<file path="src/rtl/prbs_word_arbiter.sv">
`default_nettype none
// +--------------------------------------------------------------------------+
// | prbs_word_arbiter: round-robin shared 16-bit Galois LFSR word generator   |
// | Option macro: LFSR_ZERO_GUARD_EN (keeps the LFSR out of the all-zero state)|
// | Revision: 1.0                                                            |
// +--------------------------------------------------------------------------+
module prbs_word_arbiter #(
  parameter int          NREQ  = 4,
  parameter int          OUT_W = 8,
  parameter logic [15:0] TAPS  = 16'hB400,
  parameter logic [15:0] SEED  = 16'h0001
) (
  input  logic                    clk,
  input  logic                    _rst,
  input  logic [NREQ-1:0]         req,
  output logic [NREQ-1:0]         gnt,
  output logic                    rsp_valid,
  input  logic                    rsp_ready,
  output logic [OUT_W-1:0]        rsp_data,
  output logic [$clog2(NREQ)-1:0] rsp_id,
  input  logic                    seed_load,
  input  logic [15:0]             seed_value,
  output logic                    seed_err,
  output logic [15:0]             lfsr_state
);

  localparam int IDW = $clog2(NREQ);
  localparam int CW  = $clog2(OUT_W + 1);

  typedef enum logic [1:0] {
    S_IDLE = 2'd0,
    S_GEN  = 2'd1,
    S_DONE = 2'd2
  } state_t;

  state_t           state_q, state_d;
  logic [15:0]      lfsr_q, lfsr_d;
  logic [IDW-1:0]   ptr_q, ptr_d;
  logic [IDW-1:0]   id_q, id_d;
  logic [NREQ-1:0]  gnt_q, gnt_d;
  logic             valid_q, valid_d;
  logic [OUT_W-1:0] data_q, data_d;
  logic [CW-1:0]    cnt_q, cnt_d;
  logic             serr_q, serr_d;

  logic [15:0]      w_lfsr_step;
  logic [15:0]      w_seed;
  logic             w_bit;
  logic [OUT_W-1:0] w_data_shift;
  logic             w_found;
  logic             w_hi_found;
  logic [IDW-1:0]   w_hi;
  logic [IDW-1:0]   w_lo;
  logic [IDW-1:0]   w_winner;
  logic [IDW-1:0]   w_ptr_next;

  always_comb begin
    w_bit       = lfsr_q[0];
    w_lfsr_step = (lfsr_q >> 1) ^ (lfsr_q[0] ? TAPS : 16'h0000);
`ifdef LFSR_ZERO_GUARD_EN
    if (lfsr_q == 16'h0000) begin
      w_lfsr_step = 16'h0001;
    end
    w_seed = (seed_value == 16'h0000) ? 16'h0001 : seed_value;
`else
    w_seed = seed_value;
`endif
  end

  // First generated bit must end up at the MSB after OUT_W shifts.
  generate
    if (OUT_W == 1) begin : g_shift_single
      assign w_data_shift = w_bit;
    end else begin : g_shift_multi
      assign w_data_shift = {data_q[OUT_W-2:0], w_bit};
    end
  endgenerate

  // Lowest request at/above the pointer wins, else lowest request overall.
  always_comb begin
    w_found    = 1'b0;
    w_hi_found = 1'b0;
    w_hi       = '0;
    w_lo       = '0;
    for (int j = NREQ - 1; j >= 0; j--) begin
      if (req[j]) begin
        w_found = 1'b1;
        w_lo    = IDW'(j);
        if (IDW'(j) >= ptr_q) begin
          w_hi_found = 1'b1;
          w_hi       = IDW'(j);
        end
      end
    end
    w_winner = w_hi_found ? w_hi : w_lo;
  end

  assign w_ptr_next = (id_q == IDW'(NREQ - 1)) ? '0 : id_q + IDW'(1);

  always_comb begin
    state_d = state_q;
    lfsr_d  = lfsr_q;
    ptr_d   = ptr_q;
    id_d    = id_q;
    gnt_d   = gnt_q;
    valid_d = valid_q;
    data_d  = data_q;
    cnt_d   = cnt_q;
    serr_d  = 1'b0;
    case (state_q)
      S_IDLE: begin
        if (seed_load) begin
          lfsr_d = w_seed;
        end else if (w_found) begin
          state_d = S_GEN;
          gnt_d   = NREQ'(1) << w_winner;
          id_d    = w_winner;
          cnt_d   = '0;
        end
      end
      S_GEN: begin
        serr_d = seed_load;
        lfsr_d = w_lfsr_step;
        data_d = w_data_shift;
        if (cnt_q == CW'(OUT_W - 1)) begin
          state_d = S_DONE;
          valid_d = 1'b1;
        end else begin
          cnt_d = cnt_q + CW'(1);
        end
      end
      S_DONE: begin
        serr_d = seed_load;
        if (rsp_ready) begin
          state_d = S_IDLE;
          gnt_d   = '0;
          valid_d = 1'b0;
          ptr_d   = w_ptr_next;
        end
      end
      default: begin
        state_d = S_IDLE;
      end
    endcase
  end

  always_ff @(posedge clk or negedge _rst) begin
    if (!_rst) begin
      state_q <= S_IDLE;
      lfsr_q  <= SEED;
      ptr_q   <= '0;
      id_q    <= '0;
      gnt_q   <= '0;
      valid_q <= 1'b0;
      data_q  <= '0;
      cnt_q   <= '0;
      serr_q  <= 1'b0;
    end else begin
      state_q <= state_d;
      lfsr_q  <= lfsr_d;
      ptr_q   <= ptr_d;
      id_q    <= id_d;
      gnt_q   <= gnt_d;
      valid_q <= valid_d;
      data_q  <= data_d;
      cnt_q   <= cnt_d;
      serr_q  <= serr_d;
    end
  end

  assign gnt        = gnt_q;
  assign rsp_valid  = valid_q;
  assign rsp_data   = data_q;
  assign rsp_id     = id_q;
  assign seed_err   = serr_q;
  assign lfsr_state = lfsr_q;

endmodule
`default_nettype wire

</file>
<file path="config.mk">
export PLATFORM = sky130hd
export DESIGN_NAME = prbs_word_arbiter
export DESIGN_NICKNAME = d
export VERILOG_FILES = /design/src/rtl/prbs_word_arbiter.sv
export SDC_FILE = /design/constraint.sdc
export NUM_CORES = 1
export LEC_CHECK = 0
export BUFFER_PORTS_ARGS = -buffer_cell sky130_fd_sc_hd__buf_2
export CORE_ASPECT_RATIO = 0.5
export CORE_MARGIN = 4
export CORE_UTILIZATION = 46
export DETAILED_ROUTE_END_ITERATION = 8
export HOLD_SLACK_MARGIN = 0.05
export PLACE_DENSITY = 0.85
export SLEW_MARGIN = 10
export SYNTH_ARGS = -nofsm -noshare
export SYNTH_HDL_FRONTEND = slang
export SYNTH_SLANG_ARGS = --single-unit
</file>
<file path="constraint.sdc">
create_clock -name clk -period 1.75 [get_ports clk]
set_clock_uncertainty 0.15 [all_clocks]
set_input_delay 0 -clock clk [delete_from_list [all_inputs] [get_ports clk]]
set_output_delay 0 -clock clk [all_outputs]
set_load 0.03 [all_outputs]
</file>
==> impl_summary.txt <==
----------------------------------------------------
[Global routing]
  Overflow left after global routing ... 0
  Combined global-route utilization of all metal layers ... 19.88%
  First-pass GRT wire length ... 8169 microns
  Initial antenna violation count ... 0
  Vias in the first global route ... 1752
  Largest net degree at the start of global routing ... 41

[Logic synthesis]
  Syn_area_per_cell ... 10.70 sq um
  Number of library cell types mapped by synthesis ... 34
  Number of storage elements in the synthesis netlist ... 40
  Area of the mapped netlist ... 1927 sq um
  Post-Syn Instances ... 180
  Portion of the post-synthesis area used by sequential elements ... 52.01%
  Synth Net Count ... 209
  Ys Warns ... 0

[STA]
  Final critical delay including setup and external delays ... 1.772 ns
  Number of pins with negative max-slew slack in the final report ... 0
  Count of endpoints failing setup in the final report ... 6
  Measured slew at the worst slew-check pin ... 0.5862 ns
  Max Clock Freq ... 0.5644 GHz
  Post-Route Setup TNS ... -0.05297 ns
  Final worst setup slack ... -0.02195 ns
  Period Utilization, post-route ... 101.3%
  Headroom to the max-slew limit ... 60.59%
  Final-report hold violation count ... 0
  Setup repair after global routing missed its margin ... yes

[Power and ir drop]
  Worst vdd rail ir drop ... 0.001079 V
  Pwr Total ... 0.005673 W
  Reported leakage power ... 1.299 nW
  Power per unit of standard cell area ... 2047 nW/um^2

[Min path]
  Class of the worst hold path ... in -> reg
  Hold Crit Depth ... 3
  Hold wc startpoint ... req[2]

[Drt]
  Number of nets with antenna violations after routing ... 0
  Final WL ... 5216 microns
  Average wire per standard cell ... 16.20 microns
  DRC violations left ... 0
  Drt pass-1 iters ... 4
  Initial detailed-routing violation count ... 103
  Number of vias after detailed routing ... 1749
  Average via count per standard cell ... 5.432

[CTS]
  Insertion delay of the later-clocked pin in the worst-skew pair ... 0.30 ns
  TritonCTS clock tree ... yes
  Post-CTS clock slew at the launch and capture registers of the worst setup and hold paths ... 0.10 ns
  H-tree levels ... 2
  Sink Count ... 40
  Max clock buf depth ... 2
  Cell at the root of the clock tree ... clkbuf_8
  Number of buffers created by CTS ... 5

[Worst setup path]
  Critical register-to-register path startpoint ... state_q[0]
  Count of cells along the worst register-to-register path ... 6
  Worst Setup End Kind ... flip-flop
  Sort of element at the start of the critical path ... flip-flop
  Critical path data required time ... 1.82 ns
  Worst setup path startpoint ... state_q[0]
  Critical path arrival ... 1.84 ns
  Critical path class ... reg -> reg
  Top fanout value on the critical path ... 6

[Placement]
  Count of input and output buffers ... 55
  RD Place Congestion ... 0.9334
  HPWL after detailed placement ... 3175 microns

[Floorplanning]
  Die width ... 99.53 microns
  Area of the placeable core ... 3964 sq um
  Die Y-Extent ... 53.77 microns
  Count of boundary I/O pins ... 56
  Die area ... 5351 sq um
  Starting density of the core ... 48.61%
  Number of cell rows ... 16

[Run]
  Count of max-cap constraint violations ... 0

[Cells and area]
  Fraction of final layout cells with drive strength greater than 1 ... 37.69%
  Number of fillers in the final layout ... 258
  Number of nets in the final layout ... 296
  Share of the core filled with cells in the final layout ... 69.92%
  Synth-to-Final Area Change ... 43.83%
  Antenna cell count ... 0

[Run status]
  Run status ... complete, but fails checks
  Failing checks ... setup timing

----------------------------------------------------
## critical path: stages, from the launching register on
cell	delay (ns)
dfrtp_2	0.46
inv_2	0.09
ha_4	0.17
inv_2	0.05
or3_4	0.40
nor2_4	0.16
a32o_1	0.21
## repair_timing
item,4_1_cts,5_1_grt
buffers inserted,0,1
gates cloned,0,1
resized for setup,5,13
hold buffers,19,0
endpoints found under the setup margin,24,22
hold endpoints to repair,64,0
pin swaps,0,6
## per-stage QoR
stage                     cell area, sq um  hold WS, ns  worst slack (ns)  cells
after global placement                2355     -0.07669         -0.001826    293
final                                 2771      0.05207          -0.02195    322
after detailed placement              2355     -0.06069          -0.09480    293
after floorplan                       1928      -0.4456           0.02143    180
after CTS                             2700      0.05208          0.009472    320
after global routing                  2771       0.1116          -0.06079    322
## per-layer routing
metal	up-vias	global-route usage, %	share of wire (%)
li1	818	-	-
met1	850	22.71	41
met2	69	36.56	52
met3	12	5.045	5.2
met4	0	8.617	1.9
met5	-	0	0
## where the power goes
group | leakage [nW] | switching, W | internal [W]
logic | 0.731 | 0.00180 | 0.00127
registers | 0.503 | 0.000351 | 0.00135
clock network | 0.0654 | 0.000332 | 0.000571
## synth_stat cells (all sizes together)
master | instances | area [sq um]
a21oi | 6 | 30.03
a22o | 1 | 8.760
a22oi | 1 | 7.510
a31oi | 5 | 31.28
a32o | 4 | 40.04
and2 | 1 | 6.260
buf | 3 | 15.01
clkbuf | 5 | 18.77
dfrtp | 39 | 975.9
dfstp | 1 | 26.28
ha | 5 | 62.56
inv | 5 | 18.77
mux2 | 10 | 116.4
mux2i | 14 | 140.1
nand2 | 22 | 82.58
nand2b | 2 | 12.51
nand3 | 2 | 10.01
nor2 | 9 | 41.29
nor2b | 3 | 18.77
nor3 | 1 | 5.000
nor3b | 4 | 30.03
nor4 | 1 | 12.51
o211a | 1 | 10.01
o211ai | 2 | 15.01
o21a | 1 | 7.510
o21ai | 24 | 120.1
o2bb2ai | 1 | 8.760
o31ai | 1 | 7.510
or3 | 2 | 12.51
or3b | 1 | 8.760
xnor2 | 3 | 26.28
## area by class of cell
class / count / area, sq um / share of cell area, %
Sequential cell: 40 / 1003 / 36.21
Clock inverter: 2 / 60.06 / 2.167
Tap cell: 54 / 67.56 / 2.438
Inverter: 5 / 22.52 / 0.8126
Clock buffer: 6 / 72.57 / 2.619
Timing Repair Buffer: 88 / 620.6 / 22.39
Multi-Input combinational cell: 127 / 924.6 / 33.36
## worst paths after layout
kind / end / slack (ns)
max in group asynchronous: lfsr_state[0] / 0.91
worst max-delay path: gnt[2] / -0.02
worst min-delay path: rsp_id[1] / 0.05
worst max register to register: gnt[2] / -0.02
min in group asynchronous: lfsr_state[9] / 0.16
worst min register to register: rsp_id[1] / 0.37
## state kept, by name, summed over array words and instances, names as in the netlist
signal / flops
rsp_data: 8
lfsr_state: 16
rsp_valid: 1
rsp_id: 2
seed_err: 1
gnt: 4
ptr_q: 2
cnt_q: 4
state_q: 2
## cells in the final DEF, fill, tap and decap left out, types with 4 or more instances in the layout
| master | synthesis | routed |
|---|---|---|
| a21oi_1 | 6 | 6 |
| dfrtp_1 | 39 | 38 |
| nor2_1 | 8 | 8 |
| buf_4 | 0 | 10 |
| nand2_1 | 22 | 22 |
| mux2_2 | 9 | 9 |
| o21ai_0 | 21 | 19 |
| a32o_1 | 4 | 4 |
| buf_2 | 3 | 55 |
| o21ai_1 | 3 | 5 |
| a31oi_1 | 5 | 5 |
| nor3b_1 | 4 | 4 |
| mux2i_1 | 14 | 13 |
| clkbuf_8 | 0 | 5 |
| dlygate4sd3_1 | 0 | 19 |
## kinds of logic after synthesis
group | Yosys count | share of synthesized area [%]
AND/OR/NAND/NOR | 48 | 12.47
XOR/XNOR | 3 | 1.364
adder cells (fa/ha/maj) | 5 | 3.247
buffers and inverters | 13 | 2.727
multiplexers | 24 | 13.31
AO/OA/AOI/OAI | 47 | 14.87
flip-flops | 40 | 52.01
No activity file was read; power rests on OpenSTA's default activity.
